`src/rtl/multicycle_control_unit.sv`:
```
// rtl/multicycle_control_unit.sv - multi-cycle RV32I control FSM with handshaked memories
// Optional performance counters are built when MC_PERF_CNT_EN is defined.
package riscv_pkg;
    typedef enum logic [3:0] {
        ALU_ADD, ALU_SUB, ALU_SLL, ALU_SLT, ALU_SLTU, ALU_XOR,
        ALU_SRL, ALU_SRA, ALU_OR, ALU_AND, ALU_AUIPC
    } alu_op_e;
    typedef enum logic [1:0] {ALU_SRC_A_RS1, ALU_SRC_A_PC, ALU_SRC_A_ZERO} alu_src_a_e;
    typedef enum logic       {ALU_SRC_B_RS2, ALU_SRC_B_IMM} alu_src_b_e;
    typedef enum logic [1:0] {MEM_BYTE, MEM_HALF, MEM_WORD} mem_size_e;
    typedef enum logic [2:0] {IMM_I, IMM_S, IMM_B, IMM_U, IMM_J} immediate_type_e;
    typedef enum logic [1:0] {PC_SRC_PC4, PC_SRC_BRANCH_JAL, PC_SRC_JALR} pc_src_e;
    typedef enum logic [1:0] {RESULT_SRC_ALU, RESULT_SRC_MEM, RESULT_SRC_PC4} result_src_e;
endpackage

module multicycle_control_unit
    import riscv_pkg::*;
#(
    parameter int unsigned MEM_TIMEOUT = 16,
    parameter bit          FAST_ALU_WB = 1'b1
) (
    input  logic            clk_i,
    input  logic            rst_i,
    input  logic [6:0]      opcode_i,
    input  logic [2:0]      funct3_i,
    input  logic [6:0]      funct7_i,
    input  logic            zero_flag_i,
    input  logic            negative_flag_i,
    input  logic            carry_flag_i,
    input  logic            overflow_flag_i,
    input  logic            imem_ready_i,
    input  logic            dmem_ready_i,
    output logic            imem_req_o,
    output logic            dmem_req_o,
    output logic            ir_write_o,
    output logic            pc_write_o,
    output pc_src_e         pc_src_o,
    output alu_op_e         alu_control_o,
    output alu_src_a_e      alu_src_a_sel_o,
    output alu_src_b_e      alu_src_b_sel_o,
    output immediate_type_e imm_src_o,
    output logic            reg_write_enable_o,
    output logic            mem_read_o,
    output logic            mem_write_o,
    output mem_size_e       mem_size_o,
    output logic            mem_usign_load_o,
    output result_src_e     result_src_o,
    output logic            retire_o,
    output logic            trap_o,
    output logic [2:0]      state_o,
    output logic [31:0]     cycle_cnt_o,
    output logic [31:0]     instret_o
);
    localparam logic [6:0] OPC_LUI    = 7'b0110111;
    localparam logic [6:0] OPC_AUIPC  = 7'b0010111;
    localparam logic [6:0] OPC_JAL    = 7'b1101111;
    localparam logic [6:0] OPC_JALR   = 7'b1100111;
    localparam logic [6:0] OPC_BRANCH = 7'b1100011;
    localparam logic [6:0] OPC_LOAD   = 7'b0000011;
    localparam logic [6:0] OPC_STORE  = 7'b0100011;
    localparam logic [6:0] OPC_OPIMM  = 7'b0010011;
    localparam logic [6:0] OPC_OP     = 7'b0110011;

    typedef enum logic [2:0] {
        ST_FETCH = 3'd0, ST_DECODE = 3'd1, ST_EXEC = 3'd2,
        ST_MEM = 3'd3, ST_WB = 3'd4, ST_TRAP = 3'd5
    } state_e;

    state_e      r_state, w_next_state;
    logic [6:0]  r_opcode;
    logic [2:0]  r_funct3;
    logic        r_funct7_5;
    logic [31:0] r_tmo_cnt, w_tmo_next;
    logic        w_tmo_hit, w_taken, w_legal, w_is_load;
    alu_op_e     w_alu_fn;
    logic        w_unused_funct7;

    assign w_unused_funct7 = ^{funct7_i[6], funct7_i[4:0]};
    assign w_is_load = (r_opcode == OPC_LOAD);
    assign w_tmo_hit = (MEM_TIMEOUT != 0) && (r_tmo_cnt >= MEM_TIMEOUT - 32'd1);
    assign state_o   = r_state;
    assign trap_o    = (r_state == ST_TRAP) && !rst_i;

    always_ff @(posedge clk_i) begin
        if (rst_i) begin
            r_state    <= ST_FETCH;
            r_tmo_cnt  <= '0;
            r_opcode   <= '0;
            r_funct3   <= '0;
            r_funct7_5 <= 1'b0;
        end else begin
            r_state   <= w_next_state;
            r_tmo_cnt <= w_tmo_next;
            if (r_state == ST_DECODE) begin
                r_opcode   <= opcode_i;
                r_funct3   <= funct3_i;
                r_funct7_5 <= funct7_i[5];
            end
        end
    end

    always_comb begin
        case (opcode_i)
            OPC_LUI, OPC_AUIPC, OPC_JAL, OPC_JALR, OPC_BRANCH,
            OPC_LOAD, OPC_STORE, OPC_OPIMM, OPC_OP: w_legal = 1'b1;
            default:                                 w_legal = 1'b0;
        endcase
    end

    // funct7[5] selects SUB only for register-register ops; shifts honour it for both classes
    always_comb begin
        w_alu_fn = ALU_ADD;
        case (r_funct3)
            3'b000: w_alu_fn = (r_opcode == OPC_OP && r_funct7_5) ? ALU_SUB : ALU_ADD;
            3'b001: w_alu_fn = ALU_SLL;
            3'b010: w_alu_fn = ALU_SLT;
            3'b011: w_alu_fn = ALU_SLTU;
            3'b100: w_alu_fn = ALU_XOR;
            3'b101: w_alu_fn = r_funct7_5 ? ALU_SRA : ALU_SRL;
            3'b110: w_alu_fn = ALU_OR;
            default: w_alu_fn = ALU_AND;
        endcase
    end

    always_comb begin
        w_taken = 1'b0;
        case (r_funct3)
            3'b000:  w_taken = zero_flag_i;
            3'b001:  w_taken = !zero_flag_i;
            3'b100:  w_taken = negative_flag_i ^ overflow_flag_i;
            3'b101:  w_taken = !(negative_flag_i ^ overflow_flag_i);
            3'b110:  w_taken = !carry_flag_i;
            3'b111:  w_taken = carry_flag_i;
            default: w_taken = 1'b0;
        endcase
    end

    always_comb begin
        w_next_state       = r_state;
        w_tmo_next         = '0;
        imem_req_o         = 1'b0;
        dmem_req_o         = 1'b0;
        ir_write_o         = 1'b0;
        pc_write_o         = 1'b0;
        pc_src_o           = PC_SRC_PC4;
        alu_control_o      = ALU_ADD;
        alu_src_a_sel_o    = ALU_SRC_A_RS1;
        alu_src_b_sel_o    = ALU_SRC_B_RS2;
        imm_src_o          = IMM_I;
        reg_write_enable_o = 1'b0;
        mem_read_o         = 1'b0;
        mem_write_o        = 1'b0;
        mem_size_o         = MEM_WORD;
        mem_usign_load_o   = 1'b0;
        result_src_o       = RESULT_SRC_ALU;
        retire_o           = 1'b0;
        if (!rst_i) begin
            case (r_state)
                ST_FETCH: begin
                    imem_req_o = 1'b1;
                    if (imem_ready_i) begin
                        ir_write_o   = 1'b1;
                        pc_write_o   = 1'b1;
                        w_next_state = ST_DECODE;
                    end else if (w_tmo_hit) begin
                        w_next_state = ST_TRAP;
                    end else if (MEM_TIMEOUT != 0) begin
                        w_tmo_next = r_tmo_cnt + 32'd1;
                    end
                end
                ST_DECODE: w_next_state = w_legal ? ST_EXEC : ST_TRAP;
                ST_EXEC: begin
                    w_next_state = ST_FETCH;
                    case (r_opcode)
                        OPC_LUI, OPC_AUIPC, OPC_OP, OPC_OPIMM: begin
                            if (r_opcode == OPC_LUI) begin
                                alu_src_a_sel_o = ALU_SRC_A_ZERO;
                                alu_src_b_sel_o = ALU_SRC_B_IMM;
                                imm_src_o       = IMM_U;
                            end else if (r_opcode == OPC_AUIPC) begin
                                alu_control_o   = ALU_AUIPC;
                                alu_src_a_sel_o = ALU_SRC_A_PC;
                                alu_src_b_sel_o = ALU_SRC_B_IMM;
                                imm_src_o       = IMM_U;
                            end else begin
                                alu_control_o   = w_alu_fn;
                                alu_src_b_sel_o = (r_opcode == OPC_OPIMM) ? ALU_SRC_B_IMM
                                                                          : ALU_SRC_B_RS2;
                            end
                            if (FAST_ALU_WB) begin
                                reg_write_enable_o = 1'b1;
                                retire_o           = 1'b1;
                            end else begin
                                w_next_state = ST_WB;
                            end
                        end
                        OPC_BRANCH: begin
                            alu_control_o = ALU_SUB;
                            imm_src_o     = IMM_B;
                            pc_write_o    = w_taken;
                            pc_src_o      = w_taken ? PC_SRC_BRANCH_JAL : PC_SRC_PC4;
                            retire_o      = 1'b1;
                        end
                        OPC_JAL: begin
                            imm_src_o          = IMM_J;
                            pc_write_o         = 1'b1;
                            pc_src_o           = PC_SRC_BRANCH_JAL;
                            reg_write_enable_o = 1'b1;
                            result_src_o       = RESULT_SRC_PC4;
                            retire_o           = 1'b1;
                        end
                        OPC_JALR: begin
                            alu_src_b_sel_o    = ALU_SRC_B_IMM;
                            pc_write_o         = 1'b1;
                            pc_src_o           = PC_SRC_JALR;
                            reg_write_enable_o = 1'b1;
                            result_src_o       = RESULT_SRC_PC4;
                            retire_o           = 1'b1;
                        end
                        default: begin
                            alu_src_b_sel_o = ALU_SRC_B_IMM;
                            imm_src_o       = w_is_load ? IMM_I : IMM_S;
                            w_next_state    = ST_MEM;
                        end
                    endcase
                end
                ST_MEM: begin
                    dmem_req_o       = 1'b1;
                    mem_read_o       = w_is_load;
                    mem_write_o      = !w_is_load;
                    mem_size_o       = mem_size_e'(r_funct3[1:0]);
                    mem_usign_load_o = w_is_load && r_funct3[2];
                    if (dmem_ready_i) begin
                        retire_o     = !w_is_load;
                        w_next_state = w_is_load ? ST_WB : ST_FETCH;
                    end else if (w_tmo_hit) begin
                        w_next_state = ST_TRAP;
                    end else if (MEM_TIMEOUT != 0) begin
                        w_tmo_next = r_tmo_cnt + 32'd1;
                    end
                end
                ST_WB: begin
                    reg_write_enable_o = 1'b1;
                    result_src_o       = w_is_load ? RESULT_SRC_MEM : RESULT_SRC_ALU;
                    retire_o           = 1'b1;
                    w_next_state       = ST_FETCH;
                end
                default: w_next_state = ST_TRAP;
            endcase
        end
    end

`ifdef MC_PERF_CNT_EN
    logic [31:0] r_cycle_cnt, r_instret;
    always_ff @(posedge clk_i) begin
        if (rst_i) begin
            r_cycle_cnt <= '0;
            r_instret   <= '0;
        end else begin
            r_cycle_cnt <= r_cycle_cnt + 32'd1;
            if (retire_o) r_instret <= r_instret + 32'd1;
        end
    end
    assign cycle_cnt_o = r_cycle_cnt;
    assign instret_o   = r_instret;
`else
    assign cycle_cnt_o = '0;
    assign instret_o   = '0;
`endif
endmodule
```
`config.mk`:
```
export PLATFORM = sky130hd
export DESIGN_NAME = multicycle_control_unit
export DESIGN_NICKNAME = d
export VERILOG_FILES = /design/src/rtl/multicycle_control_unit.sv
export SDC_FILE = /design/constraint.sdc
export NUM_CORES = 1
export LEC_CHECK = 0
export BUFFER_PORTS_ARGS = -buffer_cell sky130_fd_sc_hd__buf_4
export CAP_MARGIN = 20
export CORE_MARGIN = 2
export CORE_UTILIZATION = 48
export CTS_BUF_LIST = sky130_fd_sc_hd__clkbuf_8
export CTS_CLUSTER_SIZE = 28
export DETAILED_ROUTE_END_ITERATION = 10
export PLACE_DENSITY = 0.79
export REMOVE_ABC_BUFFERS = 1
export SETUP_SLACK_MARGIN = 0.3
export SYNTH_ARGS = -nofsm -noshare
export SYNTH_HDL_FRONTEND = slang
export SYNTH_SLANG_ARGS = --single-unit
```
`constraint.sdc`:
```
create_clock -name clk_i -period 1.7 [get_ports clk_i]
set_input_delay 0.255 -clock clk_i [delete_from_list [all_inputs] [get_ports clk_i]]
set_output_delay 0.255 -clock clk_i [all_outputs]
set_load 0.005 [all_outputs]
```
==> qor.yml <==
synth:
  synth_xor_area_share_pct: 1.391
  synth_edf_count: 0
  syn_area_um2: 2519
  synth_compound_area_share_pct: 12.52
  synth_top_cell_area_share_pct: 36.56
  post_synth_fa_ha_maj_area_fraction_pct: 0.4968
  avgSynthCellArea_um2: 8.655
  yosysWarnings: 0
  synthMuxAreaShare_pct: 2.782
  ys_seq_elements: 46
  synth.distinct_cells: 57
  synth_top_family_by_area: "buffers and inverters"
  synthArstFlopShare_pct: 0
  synthTopCellsByArea: "dfxtp_1, buf_4, nor2_1, a21oi_1, mux2i_1"
  seq_area_frac_synth_pct: 36.56
  syn_inst: 291
  ys.flop_type: "dfxtp_1"
  synth_top_cell_by_area: "dfxtp_1"
  synth-simple-area-share_pct: 21.61
sta:
  worst_pin_slew_ns: 0.5321
  setup_ws_ns: -0.3216
  final-setup-viol-count: 21
  fin_hold_ws_ns: 0.1902
  finalHoldViolCount: 0
  fmax_mhz: 494.7
  min_period_ns: 2.022
  worst_clock_skew_ns: 0.009914
  rsz0062_at_grt: "yes"
  tns_ns: -4.343
  period_share_pct: 118.9
  slew_headroom_pct: 64.29
  slew_violations: 0
power:
  pwr-share-comb_pct: 39.2
  vdd_drop_max_uv: 873.1
  p_per_area_nw_per_um2: 921.6
  seqPwrFrac_pct: 40.3
  switchingPower_w: 0.001175
  internal_power_w: 0.002133
  leakagePower_nw: 1.593
  p_clk_share_pct: 20.5
  swShare_pct: 35.52
clock_network:
  cts_buffer_depth: 2
  clk_latency_ns: 0.30
  numCtsBuffers: 5
  htreeDepth: 2
  clk_pin_slew_worst_paths_ns: 0.08
  cts.sinks: 46
  cts_hold_buf: 0
  cts-root-buf: "clkbuf_8"
  cts_tree: "yes"
setup_path:
  critPathLaunchType: "register"
  cp_max_fo: 3
  required_ns: 1.44
  ff2ff_setup_slack_ns: -0.01
  path_cells: "and4b_2, buf_4, nand2_1, or3_4, nor2_2, buf_4"
  critPathSlowestCell: "dfxtp_2"
  cp-end-kind: "output port"
  slowest_delay_ns: 0.37
  cp_data_arrival_time_ns: 1.77
  criticalPathCategory: "reg2out"
  crit_top_cell: "buf_4"
outcome:
  outcome: "finished with violations"
  failed_checks: "setup timing"
job:
  drv_cap: 0
min_path:
  min-delay-path-class: "in2reg"
detailed_routing:
  avgViaCountPerCell: 4.916
  dr.pass1.iters: 4
  antenna_left: 0
  wire_per_inst_um: 15.32
  drt_wl_total_um: 7276
  drt-initial-drc-count: 169
  drc: 0
  dr_total_vias: 2335
grt:
  gr-total-overflow: 0
  grt_pass1_vias: 2067
  grt_pass1_wl_um: 9963
  grt_max_degree: 17
  antenna_found_initial: 0
  grt_usage_pct: 21.43
floorplan:
  io_pins: 118
  die_h_um: 76.44
  core_area_um2: 5075
  dieArea_um2: 5842
  start_util_pct: 49.63
  die_w_um: 76.44
  num_rows: 26
place:
  placed_area_um2: 2944
  dp_hpwl_um: 4378
  io_buffers: 47
  place.gp.congestion: 0.9212
  pre_cts_slack_ns: -0.1004
final_layout:
  nNetsFinal: 430
  fin_area_um2: 3590
  syn2layout_area_growth_pct: 42.52
  diodes: 0
  drive_gt1_share_pct: 43.95
## metal layers
layer	part of all wire, %	GRT usage (%)
met1	35	23.89
met2	53	38.23
met3	7.9	4.265
met4	4.0	11.45
met5	0	0
## final cells by class
type	instances	area, um2
clock inverters	2	12.51
well taps	70	87.58
multi-input cells	248	1618
flip-flops and latches	46	949.7
repair buffers	93	799.5
clock buffers	6	82.58
fillers	354	1485
inverters	10	40.04
## power groups by stage
stage | registers (W) | clock network (W) | logic (W)
after floorplan | 0.00135 | 0 | 0.000438
after global placement | 0.00131 | 0 | 0.000861
after detailed placement | 0.00132 | 0 | 0.000879
after CTS | 0.00131 | 0.000676 | 0.00105
after global routing | 0.00134 | 0.000733 | 0.00137
final | 0.00133 | 0.000678 | 0.00130
## worst max-delay path: cells and delay by family (launching register included)
family	cells	cell delay (ns)
DFF	1	0.37
buffers and inverters	2	0.26
and+or+nand+nor	4	0.83
## metrics by stage
stage	power, W	std cells	util, %
3_5_place_dp	0.002199	450	58.01
3_3_place_gp	0.002173	450	58.01
6_report	0.003308	475	70.73
2_1_floorplan	0.001789	304	-
4_1_cts	0.003045	470	67.14
5_1_grt	0.003446	475	70.73
## cells by family (layout without fill, tap and decap cells)
logic type      after synthesis  after routing
simple gates                 99             99
fa+ha+maj                     1              1
buf+inv                      88            111
other cells                   1             92
compound gates               45             45
mux                           7              7
xor+xnor                      4              4
flops                        46             46
## worst paths after layout
kind,end,from,cells after the start
max,pc_src_o[1],r_opcode[1],6
min,r_funct7_5,funct7_i[5],3
max reg2reg,state_o[2],r_opcode[5],7
min reg2reg,r_tmo_cnt[0],r_tmo_cnt[0],1
## sequential cells by signal, summed over array words and instances, names as in the netlist
name	cells
r_funct3	3
r_funct7_5	1
r_opcode	7
r_tmo_cnt	32
state_o	3
## cells in the final DEF, fill, tap and decap left out, types with 3 or more instances in the layout
master / n
inv_1: 8
nor4_1: 3
nor3_1: 3
nand2_2: 3
buf_4: 67
conb_1: 92
nor4_4: 4
nor3_2: 4
a21oi_1: 7
nor4_2: 3
nor2_2: 8
nand3_1: 6
o21ai_0: 4
nor2b_1: 4
mux2i_1: 7
nand4_1: 4
dfxtp_4: 4
nor2_4: 4
nand2_1: 8
clkbuf_8: 6
dfxtp_2: 11
nor2_1: 19
buf_6: 25
dfxtp_1: 31
a21oi_2: 6
## cell usage after synthesis, drive strengths merged (2+ instances only)
cell,count
nor4,10
a21oi,14
nand4,4
or3,2
nand2b,4
nor2,31
mux2i,7
dfxtp,46
inv,10
and2,5
a221o,2
clkbuf,11
o21ai,6
o2bb2ai,2
nor3b,2
xnor2,2
nor3,8
o211ai,3
buf,67
nand3,7
xor2,2
nor2b,4
a211oi,2
and3,3
nand2,11
or2,2
## what timing repair did
| item | in CTS | in global routing |
|---|---|---|
| pin swaps | 16 | 11 |
| buffers inserted | 12 | 4 |
| gates resized for setup | 71 | 43 |
| endpoints found under the setup margin | 34 | 44 |
| cloned | 0 | 1 |
(Power assumes the default switching activity.)
